$ cat src/rtl/conv_filter_scheduler.sv
// rtl/conv_filter_scheduler.sv - sequences weight loads and conv runs across all filters of one layer
module conv_filter_scheduler #(
    parameter int DATA_W      = 16,
    parameter int WADDR_W     = 10,
    parameter int CADDR_W     = 4,
    parameter int KERNEL_SIZE = 9,
    parameter int NUM_FILTERS = 4
) (
    input  logic               clk,
    input  logic               rst,
    input  logic               start,
    output logic               busy,
    output logic               done,
    output logic [7:0]         filter_idx,
    output logic               wb_rd,
    output logic [WADDR_W-1:0] wb_addr,
    input  logic [DATA_W-1:0]  wb_data,
    output logic               cw_wr,
    output logic               cw_sel,
    output logic [CADDR_W-1:0] cw_addr,
    output logic [DATA_W-1:0]  cw_data,
    output logic               conv_start,
    input  logic               conv_done
);

    typedef enum logic [2:0] {
        S_IDLE,
        S_FETCH,
        S_DRAIN,
        S_START,
        S_WAIT,
        S_FIN
    } state_t;

    localparam logic [CADDR_W-1:0] K_LAST = CADDR_W'(KERNEL_SIZE - 1);
    localparam logic [7:0]         F_LAST = 8'(NUM_FILTERS - 1);
    localparam logic [WADDR_W-1:0] K_STEP = WADDR_W'(KERNEL_SIZE);

    state_t             r_state, w_state_nxt;
    logic [WADDR_W-1:0] r_base, w_base_nxt;
    logic [CADDR_W-1:0] r_k, w_k_nxt;
    logic [CADDR_W-1:0] w_k_inc;
    logic               r_drain, w_drain_nxt;
    logic [7:0]         r_fidx, w_fidx_nxt;

    logic               r_busy, w_busy_nxt;
    logic               r_done, w_done_nxt;
    logic               r_wb_rd, w_rd_nxt;
    logic [WADDR_W-1:0] r_wb_addr, w_addr_nxt;
    logic               r_conv_start, w_cs_nxt;

    // Write side trails the read side by two cycles: one for BRAM latency, one for the data register
    logic               r_rd_d1;
    logic [CADDR_W-1:0] r_k_d1;
    logic               r_cw_wr;
    logic [CADDR_W-1:0] r_cw_addr;
    logic [DATA_W-1:0]  r_cw_data;

    assign w_k_inc = r_k + 1'b1;

    always_comb begin
        w_state_nxt = r_state;
        w_base_nxt  = r_base;
        w_k_nxt     = r_k;
        w_drain_nxt = r_drain;
        w_fidx_nxt  = r_fidx;
        w_busy_nxt  = r_busy;
        w_done_nxt  = 1'b0;
        w_rd_nxt    = 1'b0;
        w_addr_nxt  = r_wb_addr;
        w_cs_nxt    = 1'b0;
        case (r_state)
            S_IDLE: begin
                if (start) begin
                    w_state_nxt = S_FETCH;
                    w_busy_nxt  = 1'b1;
                    w_base_nxt  = '0;
                    w_fidx_nxt  = '0;
                    w_k_nxt     = '0;
                    w_rd_nxt    = 1'b1;
                    w_addr_nxt  = '0;
                end
            end
            S_FETCH: begin
                if (r_k == K_LAST) begin
                    w_state_nxt = S_DRAIN;
                    w_drain_nxt = 1'b0;
                end else begin
                    w_k_nxt    = w_k_inc;
                    w_rd_nxt   = 1'b1;
                    w_addr_nxt = r_base + WADDR_W'(w_k_inc);
                end
            end
            S_DRAIN: begin
                if (r_drain) begin
                    w_state_nxt = S_START;
                    w_cs_nxt    = 1'b1;
                end else begin
                    w_drain_nxt = 1'b1;
                end
            end
            S_START: begin
                w_state_nxt = S_WAIT;
            end
            S_WAIT: begin
                if (conv_done) begin
                    if (r_fidx == F_LAST) begin
                        w_state_nxt = S_FIN;
                        w_done_nxt  = 1'b1;
                    end else begin
                        w_state_nxt = S_FETCH;
                        w_fidx_nxt  = r_fidx + 8'd1;
                        w_base_nxt  = r_base + K_STEP;
                        w_k_nxt     = '0;
                        w_rd_nxt    = 1'b1;
                        w_addr_nxt  = r_base + K_STEP;
                    end
                end
            end
            S_FIN: begin
                w_state_nxt = S_IDLE;
                w_busy_nxt  = 1'b0;
            end
            default: begin
                w_state_nxt = S_IDLE;
                w_busy_nxt  = 1'b0;
            end
        endcase
    end

    always_ff @(posedge clk) begin
        if (rst) begin
            r_state      <= S_IDLE;
            r_base       <= '0;
            r_k          <= '0;
            r_drain      <= 1'b0;
            r_fidx       <= '0;
            r_busy       <= 1'b0;
            r_done       <= 1'b0;
            r_wb_rd      <= 1'b0;
            r_wb_addr    <= '0;
            r_conv_start <= 1'b0;
            r_rd_d1      <= 1'b0;
            r_k_d1       <= '0;
            r_cw_wr      <= 1'b0;
            r_cw_addr    <= '0;
            r_cw_data    <= '0;
        end else begin
            r_state      <= w_state_nxt;
            r_base       <= w_base_nxt;
            r_k          <= w_k_nxt;
            r_drain      <= w_drain_nxt;
            r_fidx       <= w_fidx_nxt;
            r_busy       <= w_busy_nxt;
            r_done       <= w_done_nxt;
            r_wb_rd      <= w_rd_nxt;
            r_wb_addr    <= w_addr_nxt;
            r_conv_start <= w_cs_nxt;
            r_rd_d1      <= r_wb_rd;
            r_k_d1       <= r_k;
            r_cw_wr      <= r_rd_d1;
            r_cw_addr    <= r_k_d1;
            if (r_rd_d1) begin
                r_cw_data <= wb_data;
            end
        end
    end

    assign busy       = r_busy;
    assign done       = r_done;
    assign filter_idx = r_fidx;
    assign wb_rd      = r_wb_rd;
    assign wb_addr    = r_wb_addr;
    assign cw_wr      = r_cw_wr;
    assign cw_sel     = r_cw_wr;
    assign cw_addr    = r_cw_addr;
    assign cw_data    = r_cw_data;
    assign conv_start = r_conv_start;

endmodule

$ cat config.mk
export PLATFORM = sky130hd
export DESIGN_NAME = conv_filter_scheduler
export DESIGN_NICKNAME = d
export VERILOG_FILES = /design/src/rtl/conv_filter_scheduler.sv
export SDC_FILE = /design/constraint.sdc
export NUM_CORES = 1
export LEC_CHECK = 0
export ABC_AREA = 1
export CAP_MARGIN = 20
export CELL_PAD_IN_SITES_DETAIL_PLACEMENT = 1
export CELL_PAD_IN_SITES_GLOBAL_PLACEMENT = 2
export CORE_UTILIZATION = 37
export DETAILED_ROUTE_END_ITERATION = 16
export DONT_BUFFER_PORTS = 1
export GPL_ROUTABILITY_DRIVEN = 1
export PLACE_DENSITY_LB_ADDON = 0.3
export SLEW_MARGIN = 15
export SYNTH_ARGS = -nofsm -noshare
export SYNTH_HDL_FRONTEND = slang
export SYNTH_SLANG_ARGS = --single-unit
$ cat constraint.sdc
create_clock -name clk -period 4.1 [get_ports clk]
set_input_delay 0.82 -clock clk [delete_from_list [all_inputs] [get_ports clk]]
set_output_delay 0.82 -clock clk [all_outputs]
set_load 0.01 [all_outputs]
==> flow_metrics.env <==
export IMPL_grt_use_total=0.1906
export IMPL_setup_tns_ns=0
export IMPL_ios=64
export IMPL_cp_start_kind="register"
export IMPL_synth_area_leaders="dfxtp_1, nor2_1, nand2_1, nand3_1, o21ai_0"
export IMPL_cp_required_ns=4.34
export IMPL_synth_top_cell_by_area="dfxtp_1"
export IMPL_r2r_slack_ns=1.93
export IMPL_top_layer="met4"
export IMPL_placed_area_sq_um=3202
export IMPL_cts_root_buf="clkbuf_8"
export IMPL_fp_row_count=33
export IMPL_crit_arrival_ns=2.41
export IMPL_wire_per_inst_um=14.59
export IMPL_antenna_cells=0
export IMPL_hp_class="register to register"
export IMPL_fp_coreArea_sq_um=8258
export IMPL_drt_total_wl_mm=8.185
export IMPL_grt_setup_unrepaired="false"
export IMPL_p_leak_nw=1.449
export IMPL_drt_iter0_drc=73
export IMPL_dieHeight_um=94.46
export IMPL_ant_nets=0
export IMPL_synth_nets=486
export IMPL_cts_sinks=66
export IMPL_synth_seq_cells=66
export IMPL_finalCritPeriodShare=0.5302
export IMPL_viasPerCell=5.146
export IMPL_cts_resized=0
export IMPL_maxSlewHeadroom=0.2832
export IMPL_ir_drop_uv=129.1
export IMPL_clockBufferDepth=2
export IMPL_numCtsBuffers=9
export IMPL_r2r_end="wb_addr[8]$_SDFFE_PP0P_"
export IMPL_port_buffers=0
export IMPL_dp_hpwl_mm=5.893
export IMPL_fin_crit_ns=2.174
export IMPL_dr_pass1_iters=4
export IMPL_synth_top_area_share=0.4177
export IMPL_setup_viol=0
export IMPL_grt_start_max_net_pins=38
export IMPL_clk_pin_slew_ns=0.08
export IMPL_syn2layout_area_growth_pct=8.109
export IMPL_initial_core_util=0.3830
export IMPL_worst_pin_slew_ns=1.069
export IMPL_drcViolationCount=0
export IMPL_synth_avg_cell_area_sq_um=6.921
export IMPL_grt_pass1_vias=2701
export IMPL_slew_viol_final=0
export IMPL_grt_remaining_overflow=0
export IMPL_nNetsFinal=480
export IMPL_clk_latency_ns=0.35
export IMPL_hold_end="cw_addr[2]$_SDFF_PP0_"
export IMPL_finalInstanceArea_sq_um=3420
export IMPL_synth_cell_types=30
export IMPL_hold_viol_final=0
export IMPL_cts_tree="done"
export IMPL_status="complete, no violations"
export IMPL_min_from="r_k_d1[2]$_SDFF_PP0_"
export IMPL_wl_met2_mm=3.979
export IMPL_gp_congestion=0.7949
export IMPL_antenna_found_initial=0
export IMPL_die_area_sq_um=8923
export IMPL_r2r_start="r_k[0]$_SDFFE_PP0P_"
export IMPL_die_w_um=94.46
export IMPL_holdBufCountCts=0
export IMPL_ys_warn_count=0
export IMPL_drv_cap=0
export IMPL_fmax_mhz=460.0
export IMPL_wl_met3_um=338
export IMPL_critPathKind="register to register"
export IMPL_cts_setup_buffers=0
export IMPL_power_density_nw_per_um2=436.7
export IMPL_worstHoldPathCells=2
export IMPL_crit_path_max_fanout=6
export IMPL_reg2regPathDepth=12
export IMPL_syn_cell_area_sq_um=3163
export IMPL_met1_length_mm=3.735
export IMPL_endpoint_kind="register"
export IMPL_utilization=0.4141
export IMPL_layout_drive_gt1_share=0.07237
export IMPL_seq_area_frac_synth=0.4177
export IMPL_skew_ns=0.005199
export IMPL_grt_pass1_wl_mm=12.97
export IMPL_h_tree_depth=3
export IMPL_post_synth_inst_count=457
export IMPL_num_vias=2887
[through the flow]
| stage | std cells | power, mW | hold slack (ns) | worst slack (ns) |
|---|---|---|---|---|
| floorplan | 457 | 0.8612 | 0.3883 | 2.217 |
| global placement | 545 | 0.8895 | 0.3904 | 1.863 |
| detailed placement | 545 | 0.8967 | 0.3967 | 1.813 |
| CTS | 561 | 1.519 | 0.4080 | 1.919 |
| global route | 561 | 1.570 | 0.4361 | 1.701 |
| finish | 561 | 1.493 | 0.4034 | 1.926 |
[worst max-delay path: stages (launching register included)]
cell and delay [ns]:
dfxtp_1 0.38, inv_1 0.10, ha_1 0.33, inv_1 0.07
fa_1 0.42, inv_1 0.08, nand3_1 0.07, nand2_1 0.22
nand3_1 0.11, nand2_1 0.09, nor2_1 0.06, nor2_1 0.10
nor2_1 0.05
[worst max-delay path by stage]
stage,to,start,slack (ns)
final,wb_addr[8]$_SDFFE_PP0P_,r_k[0]$_SDFFE_PP0P_,1.93
after global routing,wb_addr[4]$_SDFFE_PP0P_,r_k[0]$_SDFFE_PP0P_,1.70
after CTS,wb_addr[8]$_SDFFE_PP0P_,r_k[0]$_SDFFE_PP0P_,1.92
after detailed placement,filter_idx[3]$_SDFFE_PP0P_,rst,1.81
after global placement,filter_idx[3]$_SDFFE_PP0P_,rst,1.86
after floorplan,wb_addr[4]$_SDFFE_PP0P_,r_k[0]$_SDFFE_PP0P_,2.22
[per-layer routing]
| metal | track usage | up-vias |
|---|---|---|
| met5 | 0 | - |
| met4 | 0.07955 | 0 |
| met3 | 0.04589 | 12 |
| met2 | 0.3219 | 53 |
| met1 | 0.2310 | 1371 |
| li1 | - | 1451 |
[cells by family after synthesis]
family	count (synthesis)	share of synthesized area
AND/OR/NAND/NOR	240	0.3275
AO/OA/AOI/OAI	71	0.1155
buffers and inverters	66	0.08742
flip-flops	66	0.4177
adder cells (fa/ha/maj)	9	0.03798
XOR/XNOR	5	0.01384
[synthesized netlist by cell type (all sizes together)]
cell type	instances
a21oi	27
buf	11
clkbuf	6
clkinv	2
dfxtp	66
fa	1
ha	8
inv	47
nand2	87
nand3	39
nand3b	1
nand4	6
nor2	101
nor3	6
o21ai	41
o22ai	1
o31ai	2
xor2	5
[flip-flops by register name, indices dropped and copies added, names as in the netlist]
signal and cells:
r_rd_d1 1, r_drain 1, busy 1, conv_start 1
cw_sel 1, cw_data 16, wb_addr 10, filter_idx 8
r_base 10, cw_addr 4, r_k 4, wb_rd 1
done 1, r_state 3, r_k_d1 4
[power breakdown]
group / switching, mW / internal [mW]
registers: 0.0482 / 0.677
clock network: 0.270 / 0.345
logic: 0.105 / 0.0475
[placed cells by master (no fill, tap or decap), types with 2 or more instances in the layout]
cell type and n:
dfxtp_1 66, inv_1 42, bufinv_16 2, nor2_2 2, nand4_1 6, nand2_2 2
nor2_4 2, o31ai_1 2, nand2_1 83, o21ai_0 33, xor2_1 5, nand2_4 2
a21oi_1 27, o21ai_1 7, inv_2 5, nor3_2 2, ha_1 8, nand3_2 2
nor3_1 4, clkinv_1 2, clkbuf_8 9, nand3_1 37, nor2_1 97
[layout make-up]
type / instances / area (sq um)
clock buffers: 10 / 127.6
clock inverters: 6 / 90.09
fillers: 1061 / 4838
inverters: 49 / 183.9
multi-input cells: 325 / 1565
flip-flops and latches: 66 / 1321
well taps: 105 / 131.4
Power figures use the tool's default switching activity.
